$ cat src/rtl/multicycle_control_unit.sv
// -----------------------------------------------------------------------------
// multicycle_control_unit
//
// Purpose:
//   FSM controller for the multicycle RV32I core. It steps each instruction
//   through fetch, decode, execute and writeback. It stalls on the shared
//   memory's ready handshake, resolves all six conditional branches from the
//   ALU flags, and decodes the RV32I ALU operations. Unsupported opcodes and
//   funct3 values park the controller in TRAP until reset.
//
// Ports:
//   clk           : clock, rising edge
//   reset_n       : asynchronous reset, active-low
//   op            : instruction[6:0] from the IR
//   funct3        : instruction[14:12]
//   funct7_5      : instruction[30]
//   zero/lt/ltu   : ALU flags (equal, signed less-than, unsigned less-than)
//   mem_ready     : memory completes the current access this cycle
//   mem_req       : memory access request, held until mem_ready
//   adr_src       : 0 = PC address, 1 = alu_out address
//   ir_write      : load IR / old_pc
//   pc_write      : load PC from the result bus
//   mem_write     : store enable, qualified by mem_req
//   reg_write     : register file write
//   result_src    : 00 alu_out, 01 read data, 10 ALU result direct
//   alu_src_a     : 00 PC, 01 old_pc, 10 rs1, 11 zero
//   alu_src_b     : 00 rs2, 01 immediate, 10 constant 4
//   imm_src       : 000 I, 001 S, 010 B, 011 J, 100 U
//   alu_control   : ALU operation (ADD=0 SUB=1 SLT=2 SLTU=3 XOR=4 OR=5
//                   AND=6 SLL=7 SRL=8 SRA=9)
//   illegal_instr : high in TRAP; stays high until reset
// -----------------------------------------------------------------------------
module multicycle_control_unit #(
   parameter int ALU_CTRL_W    = 5,
   parameter bit SUPPORT_UPPER = 1'b1
) (
   input  logic                  clk,
   input  logic                  reset_n,
   input  logic [6:0]            op,
   input  logic [2:0]            funct3,
   input  logic                  funct7_5,
   input  logic                  zero,
   input  logic                  lt,
   input  logic                  ltu,
   input  logic                  mem_ready,
   output logic                  mem_req,
   output logic                  adr_src,
   output logic                  ir_write,
   output logic                  pc_write,
   output logic                  mem_write,
   output logic                  reg_write,
   output logic [1:0]            result_src,
   output logic [1:0]            alu_src_a,
   output logic [1:0]            alu_src_b,
   output logic [2:0]            imm_src,
   output logic [ALU_CTRL_W-1:0] alu_control,
   output logic                  illegal_instr
);

   localparam logic [3:0] S_FETCH    = 4'd0;
   localparam logic [3:0] S_DECODE   = 4'd1;
   localparam logic [3:0] S_MEMADR   = 4'd2;
   localparam logic [3:0] S_MEMREAD  = 4'd3;
   localparam logic [3:0] S_MEMWB    = 4'd4;
   localparam logic [3:0] S_MEMWRITE = 4'd5;
   localparam logic [3:0] S_EXECR    = 4'd6;
   localparam logic [3:0] S_EXECI    = 4'd7;
   localparam logic [3:0] S_ALUWB    = 4'd8;
   localparam logic [3:0] S_BRANCH   = 4'd9;
   localparam logic [3:0] S_JAL      = 4'd10;
   localparam logic [3:0] S_JALR_ADR = 4'd11;
   localparam logic [3:0] S_JALR     = 4'd12;
   localparam logic [3:0] S_LUI      = 4'd13;
   localparam logic [3:0] S_AUIPC    = 4'd14;
   localparam logic [3:0] S_TRAP     = 4'd15;

   localparam logic [6:0] OP_LOAD   = 7'b0000011;
   localparam logic [6:0] OP_STORE  = 7'b0100011;
   localparam logic [6:0] OP_REG    = 7'b0110011;
   localparam logic [6:0] OP_IMM    = 7'b0010011;
   localparam logic [6:0] OP_BRANCH = 7'b1100011;
   localparam logic [6:0] OP_JAL    = 7'b1101111;
   localparam logic [6:0] OP_JALR   = 7'b1100111;
   localparam logic [6:0] OP_LUI    = 7'b0110111;
   localparam logic [6:0] OP_AUIPC  = 7'b0010111;

   localparam logic [ALU_CTRL_W-1:0] ALU_ADD  = ALU_CTRL_W'(0);
   localparam logic [ALU_CTRL_W-1:0] ALU_SUB  = ALU_CTRL_W'(1);
   localparam logic [ALU_CTRL_W-1:0] ALU_SLT  = ALU_CTRL_W'(2);
   localparam logic [ALU_CTRL_W-1:0] ALU_SLTU = ALU_CTRL_W'(3);
   localparam logic [ALU_CTRL_W-1:0] ALU_XOR  = ALU_CTRL_W'(4);
   localparam logic [ALU_CTRL_W-1:0] ALU_OR   = ALU_CTRL_W'(5);
   localparam logic [ALU_CTRL_W-1:0] ALU_AND  = ALU_CTRL_W'(6);
   localparam logic [ALU_CTRL_W-1:0] ALU_SLL  = ALU_CTRL_W'(7);
   localparam logic [ALU_CTRL_W-1:0] ALU_SRL  = ALU_CTRL_W'(8);
   localparam logic [ALU_CTRL_W-1:0] ALU_SRA  = ALU_CTRL_W'(9);

   logic [3:0]            state_q, state_d;
   logic                  branch_taken;
   logic                  branch_legal;
   logic [ALU_CTRL_W-1:0] alu_decoded;

   // Raw state decode; the write enables and mem_req are gated by reset below.
   logic mem_req_raw, ir_write_raw, pc_write_raw, mem_write_raw, reg_write_raw;

   always_ff @(posedge clk or negedge reset_n) begin
      if (!reset_n) begin
         state_q <= S_FETCH;
      end else begin
         state_q <= state_d;
      end
   end

   // funct3 010/011 are not branch encodings.
   always_comb begin
      branch_taken = 1'b0;
      case (funct3)
         3'b000:  branch_taken = zero;
         3'b001:  branch_taken = ~zero;
         3'b100:  branch_taken = lt;
         3'b101:  branch_taken = ~lt;
         3'b110:  branch_taken = ltu;
         3'b111:  branch_taken = ~ltu;
         default: branch_taken = 1'b0;
      endcase
   end

   assign branch_legal = (funct3[2:1] != 2'b01);

   // SUB exists only for register operands (op[5]=1). Immediate shifts use
   // funct7_5 to choose between SRL and SRA, just like register shifts.
   always_comb begin
      alu_decoded = ALU_ADD;
      case (funct3)
         3'b000:  alu_decoded = (funct7_5 & op[5]) ? ALU_SUB : ALU_ADD;
         3'b001:  alu_decoded = ALU_SLL;
         3'b010:  alu_decoded = ALU_SLT;
         3'b011:  alu_decoded = ALU_SLTU;
         3'b100:  alu_decoded = ALU_XOR;
         3'b101:  alu_decoded = funct7_5 ? ALU_SRA : ALU_SRL;
         3'b110:  alu_decoded = ALU_OR;
         default: alu_decoded = ALU_AND;
      endcase
   end

   always_comb begin
      state_d       = state_q;
      mem_req_raw   = 1'b0;
      ir_write_raw  = 1'b0;
      pc_write_raw  = 1'b0;
      mem_write_raw = 1'b0;
      reg_write_raw = 1'b0;
      adr_src       = 1'b0;
      result_src    = 2'b00;
      alu_src_a     = 2'b00;
      alu_src_b     = 2'b00;
      imm_src       = 3'b000;
      alu_control   = ALU_ADD;
      illegal_instr = 1'b0;

      case (state_q)
         S_FETCH: begin
            // PC+4 goes straight to the PC while the instruction is read.
            mem_req_raw = 1'b1;
            alu_src_b   = 2'b10;
            result_src  = 2'b10;
            if (mem_ready) begin
               ir_write_raw = 1'b1;
               pc_write_raw = 1'b1;
               state_d      = S_DECODE;
            end
         end
         S_DECODE: begin
            // Precompute the branch/jump target into alu_out.
            alu_src_a = 2'b01;
            alu_src_b = 2'b01;
            imm_src   = (op == OP_JAL) ? 3'b011 : 3'b010;
            case (op)
               OP_LOAD, OP_STORE: state_d = S_MEMADR;
               OP_REG:            state_d = S_EXECR;
               OP_IMM:            state_d = S_EXECI;
               OP_BRANCH:         state_d = S_BRANCH;
               OP_JAL:            state_d = S_JAL;
               OP_JALR:           state_d = SUPPORT_UPPER ? S_JALR_ADR : S_TRAP;
               OP_LUI:            state_d = SUPPORT_UPPER ? S_LUI : S_TRAP;
               OP_AUIPC:          state_d = SUPPORT_UPPER ? S_AUIPC : S_TRAP;
               default:           state_d = S_TRAP;
            endcase
         end
         S_MEMADR: begin
            // op[5] separates store (0100011) from load (0000011).
            alu_src_a = 2'b10;
            alu_src_b = 2'b01;
            imm_src   = op[5] ? 3'b001 : 3'b000;
            state_d   = op[5] ? S_MEMWRITE : S_MEMREAD;
         end
         S_MEMREAD: begin
            mem_req_raw = 1'b1;
            adr_src     = 1'b1;
            if (mem_ready) begin
               state_d = S_MEMWB;
            end
         end
         S_MEMWB: begin
            result_src    = 2'b01;
            reg_write_raw = 1'b1;
            state_d       = S_FETCH;
         end
         S_MEMWRITE: begin
            mem_req_raw   = 1'b1;
            mem_write_raw = 1'b1;
            adr_src       = 1'b1;
            if (mem_ready) begin
               state_d = S_FETCH;
            end
         end
         S_EXECR: begin
            alu_src_a   = 2'b10;
            alu_control = alu_decoded;
            state_d     = S_ALUWB;
         end
         S_EXECI: begin
            alu_src_a   = 2'b10;
            alu_src_b   = 2'b01;
            alu_control = alu_decoded;
            state_d     = S_ALUWB;
         end
         S_ALUWB: begin
            reg_write_raw = 1'b1;
            state_d       = S_FETCH;
         end
         S_BRANCH: begin
            // The ALU compares rs1/rs2 while alu_out still holds the target.
            alu_src_a    = 2'b10;
            alu_control  = ALU_SUB;
            pc_write_raw = branch_taken & branch_legal;
            state_d      = branch_legal ? S_FETCH : S_TRAP;
         end
         S_JAL, S_JALR: begin
            // The PC takes the target from alu_out while the ALU forms
            // old_pc+4 for the link register.
            alu_src_a    = 2'b01;
            alu_src_b    = 2'b10;
            pc_write_raw = 1'b1;
            state_d      = S_ALUWB;
         end
         S_JALR_ADR: begin
            alu_src_a = 2'b10;
            alu_src_b = 2'b01;
            state_d   = S_JALR;
         end
         S_LUI: begin
            alu_src_a = 2'b11;
            alu_src_b = 2'b01;
            imm_src   = 3'b100;
            state_d   = S_ALUWB;
         end
         S_AUIPC: begin
            alu_src_a = 2'b01;
            alu_src_b = 2'b01;
            imm_src   = 3'b100;
            state_d   = S_ALUWB;
         end
         default: begin
            // TRAP: absorbing until reset.
            illegal_instr = 1'b1;
         end
      endcase
   end

   // Reset drops every write and the memory request at once, without
   // waiting for a clock edge.
   assign mem_req   = mem_req_raw   & reset_n;
   assign ir_write  = ir_write_raw  & reset_n;
   assign pc_write  = pc_write_raw  & reset_n;
   assign mem_write = mem_write_raw & reset_n;
   assign reg_write = reg_write_raw & reset_n;

endmodule

$ cat config.mk
export PLATFORM = sky130hd
export DESIGN_NAME = multicycle_control_unit
export DESIGN_NICKNAME = d
export VERILOG_FILES = /design/src/rtl/multicycle_control_unit.sv
export SDC_FILE = /design/constraint.sdc
export NUM_CORES = 1
export LEC_CHECK = 0
export CAP_MARGIN = 20
export CORE_MARGIN = 2
export CORE_UTILIZATION = 43
export CTS_BUF_LIST = sky130_fd_sc_hd__clkbuf_4 sky130_fd_sc_hd__clkbuf_8 sky130_fd_sc_hd__clkbuf_16
export DETAILED_ROUTE_END_ITERATION = 10
export GPL_ROUTABILITY_DRIVEN = 0
export GPL_TIMING_DRIVEN = 0
export MAX_ROUTING_LAYER = met4
export PLACE_DENSITY_LB_ADDON = 0.15
export SYNTH_ARGS = -nofsm -noshare
export SYNTH_HDL_FRONTEND = slang
export SYNTH_SLANG_ARGS = --single-unit
$ cat constraint.sdc
create_clock -name clk -period 3.8 [get_ports clk]
set_clock_uncertainty 0.2 [all_clocks]
set_input_delay 1.14 -clock clk [delete_from_list [all_inputs] [get_ports clk]]
set_output_delay 1.14 -clock clk [all_outputs]
set_load 0.01 [all_outputs]
# Word level (Yosys, flattened, before mapping)
# Cells that the tools add are included.
# W data, S select, Z words.
# totals
register_bits	4
inputBits	17
output_inout_bits	21
word_cells	88
# op_classes
n_eq_ne	34
muxes	26
bitwise	10
reduce_logical	17
# ops
operator	count
$pmux W4 S9	1
$pmux W4 S8	1
$eq A4 B4 Y1 const B	7
$pmux W4 S7	1
$eq A7 B6 Y1 const B	3
$eq A7 B7 Y1 const B	3
$eq A4 B3 Y1 const B	4
$mux W4	4
$reduce_or A15 Y1	1
$eq A7 B5 Y1 const B	2
$eq A3 B3 Y1 const B	4
$reduce_or A2 Y1	6
$reduce_or A6 Y1	2
$mux W1	11
$pmux W3 S3	1
$reduce_bool A9 Y1	1
$eq A4 B2 Y1 const B	2
$pmux W2 S2	2
$pmux W4 S2	1
$and A1 B1 Y1	7
$eq A7 B2 Y1 const B	1
$eq A3 B2 Y1 const B	2
$ne A2 B2 Y1 const B	3
$pmux W1 S6	1
other kinds (13)	16

# Longest topological paths before layout
# Gate-level depths: netlist (run 1).
# depth
ltp_word	5
ltp_mapped	5
mapped_depth_nobuf	4

# Worst setup path after synthesis (run 1)
# No wires, ideal clock.
# synth_timing
path_kind	in2out
startpoint	in funct3[2]
endpoint	out pc_write
arrival_time_ns	2.024
required_ns	2.460
setup_slack_ns	0.436
path_stages	5
path_cell_list	clkbuf_1 > mux2i_1 > xor2_1 > o22ai_1 > a22o_1
# synth_between
elab_chain_len	5
elab_cells_between_ends	11
classes_between	eq/ne: 6; mux: 2; bitwise: 2; reduce/logical: 1
# synth_rtl
element	line_no	rtl
start, declared	40	input logic [2:0] funct3,
$eq A3 B3 Y1, or another cell as far along	117	case (funct3)
$pmux W1 S6	117	
$and A1 B1 Y1 (*)	236	pc_write_raw = branch_taken & branch_legal;
$pmux W1 S3 (*)	161	case (state_q)
$and A1 B1 Y1 (*)	275	assign pc_write = pc_write_raw & reset_n;
end, declared	49	output logic pc_write,
# Every way passes the cells marked *; elsewhere a longest branch is shown, timed or not.

# Worst setup path in the final report (run 1)
# layout_timing
startpoint	in mem_ready
endpoint	out ir_write
# layout_between
elab_chain_len	3
# layout_rtl
element	line_no	rtl
start, declared	45	input logic mem_ready,
$mux W1	167	if (mem_ready) begin
$mux W1	161	
$and A1 B1 Y1	274	assign ir_write = ir_write_raw & reset_n;
end, declared	48	output logic ir_write,
# No other way between the ends.

==> impl_metrics.yaml, run 1 <==
sta:
  fin_crit_sh: 0.980
  drv_slew: 0
  final.min_clock_period_ns: 3.73
  hold_ws_ns: 0.557
  max_freq_mhz: 268
  worst_slack_ns: 0.0743
  hold_viol: 0
  setup_tns_ns: 0
  final-setup-viol-count: 0
  rsz0062_at_grt: "false"
global_routing:
  grt_max_degree: 11
  grt_usage: 0.234
  gr-total-overflow: 0
  grt_pass1_vias: 817
  antenna_found_initial: 0
  grt_first_pass_wirelength_um: 3530
worst_setup_path:
  critical_path_peak_fanout: 3
  critPathRequiredTime_ns: 2.46
  cpLargestDelayFamily: "buffers and inverters"
  reg2reg_to: "state_q[3]"
  r2r-start: "state_q[3]"
  critical_path.most_common_cell: "clkdlybuf4s50_1"
  cp-end-kind: "output port"
  r2r_setup_slack_ns: 2.09
  max_stage_delay_ns: 0.54
  critPathBufInv: 2
  startpoint_type: "primary input"
  path_cells: "clkdlybuf4s50_1, nand2_2, nor2_1, clkdlybuf4s50_1"
  r2r_cells: 5
  slowest_stage: "clkdlybuf4s50_1"
  arrival_ns: 2.39
  critPathKind: "primary input to output port"
clock_network:
  hold_buffers: 0
  cts_tree: "done"
  cts_htree_levels: 1
  clock_path_buffers: 2
  clkTransAtPathRegs_ns: 0.05
  clock-sinks: 4
  postCtsSetupBuffers: 0
  clock_latency_ns: 0.25
  cts-root-buf: "clkbuf_4"
  cts_buffers: 3
detailed_routing:
  drtPass1Iterations: 4
  vias: 1046
  drc_errors: 0
  antenna_left: 0
  via_per_inst: 5.81
  wire_per_inst_um: 12.7
  drt_iter0_markers: 20
  totalWireLength_um: 2290
synthesis:
  yosys_warnings: 0
  avgSynthCellArea_um2: 6.68
  netlist_area_um2: 788
  syn_inst: 118
  ys_seq_area_frac: 0.127
  synthArstFlopShare: 1.00
  synth_flop_cell: "dfrtp_1"
  yosysUniqueCellTypes: 43
  ys_seq_elements: 4
  synth_edf_count: 0
  syn_nets: 135
worst_hold_path:
  min_from: "state_q[1]"
  min_path_cells: 3
  min_to: "state_q[2]"
  hp-class: "flip-flop to flip-flop"
cells_and_area:
  largest_register_ffs: 4
  fillers: 160
  layout.nets: 174
  largest_register: "state_q"
  final_util: 0.684
  register_area_um2: 100
  multiInputGateArea_um2: 607
  syn2layout_area_growth_pct: 49.8
  largestRegisters: "state_q: 4 flops"
  post_route_cells_drive_above_1_share: 0.110
  antenna_cells: 0
die:
  die_width_um: 46.8
  start_util: 0.457
  ios: 38
  core-area_um2: 1730
  die-area_um2: 2190
  fp.dieH_um: 46.8
  std_cell_rows: 15
pwr:
  leakage_nw: 0.478
  p_per_area_nw_per_um2: 613
  ir_drop_mv: 0.258
run:
  maxCapViolCount: 0
placed_design:
  dp_slack_ns: -0.406
  dpl.hpwl_um: 1770
  io_buffers: 34
status:
  status: "completed"
-- worst max path at each step --
stage	from	end	slack, ns	depth (start not counted)
final	mem_ready	ir_write	0.07	4
after global routing	reset_n	mem_write	0.01	4
after CTS	lt	pc_write	0.01	6
after detailed placement	op[2]	imm_src[0]	-0.41	5
after global placement	op[2]	imm_src[0]	-0.41	5
after floorplan	funct3[2]	pc_write	0.44	5
-- cells in the final DEF, fill, tap and decap left out, types with 2 or more instances in the layout --
cell,n
buf_6,2
clkbuf_1,4
inv_1,5
buf_4,2
o22ai_1,4
o21ai_0,7
a21o_1,2
clkdlybuf4s50_1,24
nor2_1,10
nand3b_1,3
and3_1,2
nand2b_1,2
a211o_1,3
xor2_1,2
nand2_1,9
o21a_1,2
a21oi_1,7
clkbuf_4,3
nor3_1,13
mux2i_1,2
xnor2_1,3
and2_1,2
dfrtp_1,4
dlygate4sd2_1,7
nand3_1,5
-- power breakdown --
group	switching (mW)	internal, mW
logic	0.303	0.277
registers	0.0247	0.0617
clock network	0.0223	0.0356
total	0.350	0.374
-- cells in the mapped netlist, types with 2 or more instances --
| library cell | n | area share |
|---|---|---|
| o21ai_0 | 7 | 0.044 |
| nor3_1 | 13 | 0.083 |
| clkbuf_1 | 4 | 0.019 |
| nand3_1 | 5 | 0.032 |
| mux2i_1 | 2 | 0.025 |
| buf_6 | 2 | 0.029 |
| and3_1 | 2 | 0.016 |
| xor2_1 | 2 | 0.022 |
| and2_1 | 2 | 0.016 |
| nand3b_1 | 3 | 0.029 |
| xnor2_1 | 3 | 0.033 |
| a21oi_1 | 7 | 0.044 |
| o21a_1 | 2 | 0.019 |
| inv_1 | 5 | 0.024 |
| nor2_1 | 10 | 0.048 |
| a21o_1 | 2 | 0.019 |
| dfrtp_1 | 4 | 0.13 |
| nor2b_1 | 2 | 0.016 |
| nand2_1 | 10 | 0.048 |
| o22ai_1 | 4 | 0.032 |
| nand2b_1 | 2 | 0.016 |
| a211o_1 | 3 | 0.033 |
| buf_4 | 2 | 0.019 |
-- final cells by class --
class	instances	share of cell area
well taps	25	0.0265
inverters	6	0.0191
plain buffers	10	0.0593
clock buffers	3	0.0191
flip-flops and latches	4	0.0847
repair buffers	34	0.278
multi-input cells	98	0.514
-- cells by family after synthesis --
family / Yosys count / synth area share
AO/OA/AOI/OAI: 35 / 0.310
XOR/XNOR: 5 / 0.0556
buffers and inverters: 16 / 0.117
flip-flops: 4 / 0.127
multiplexers: 2 / 0.0254
other: 1 / 0.00476
AND/OR/NAND/NOR: 55 / 0.360
-- worst register-to-register path, stage by stage, from the launching register on --
cell	delay (ns)
dfrtp_1	0.44
buf_4	0.20
nor3_1	0.36
o21ai_0	0.17
a21oi_1	0.18
a211o_1	0.11
-- layer usage --
| metal | GRT usage | vias up | wire (um) |
|---|---|---|---|
| li1 | - | 507 | - |
| met1 | 0.280 | 475 | 942 |
| met2 | 0.384 | 55 | 1110 |
| met3 | 0.0231 | 9 | 165 |
| met4 | 0.128 | 0 | 73 |
| met5 | - | - | 0 |
-- what timing repair did --
| action | 4_1_cts | 5_1_grt |
|---|---|---|
| pin swaps | 1 | 1 |
| endpoints found under the setup margin | 10 | 3 |
| gates resized for setup | 15 | 3 |
-- metrics by stage --
stage	power (mW)	instance area, um^2	cells
after floorplan	0.436	788	118
after global placement	0.652	1160	177
after detailed placement	0.660	1160	177
after CTS	0.720	1180	180
after global routing	0.782	1180	180
final	0.724	1180	180
Power figures use the tool's default switching activity.
==> inputs of run 2 (changes only) <==
--- a/config.mk
+++ b/config.mk
@@ -5,7 +5,7 @@
 export SDC_FILE = /design/constraint.sdc
 export NUM_CORES = 1
 export LEC_CHECK = 0
-export CAP_MARGIN = 20
+export CAP_MARGIN = 40
 export CORE_MARGIN = 2
 export CORE_UTILIZATION = 43
 export CTS_BUF_LIST = sky130_fd_sc_hd__clkbuf_4 sky130_fd_sc_hd__clkbuf_8 sky130_fd_sc_hd__clkbuf_16
==> results of run 2 <==
No change in the layout: final DEF, timing and power equal those of run 1.
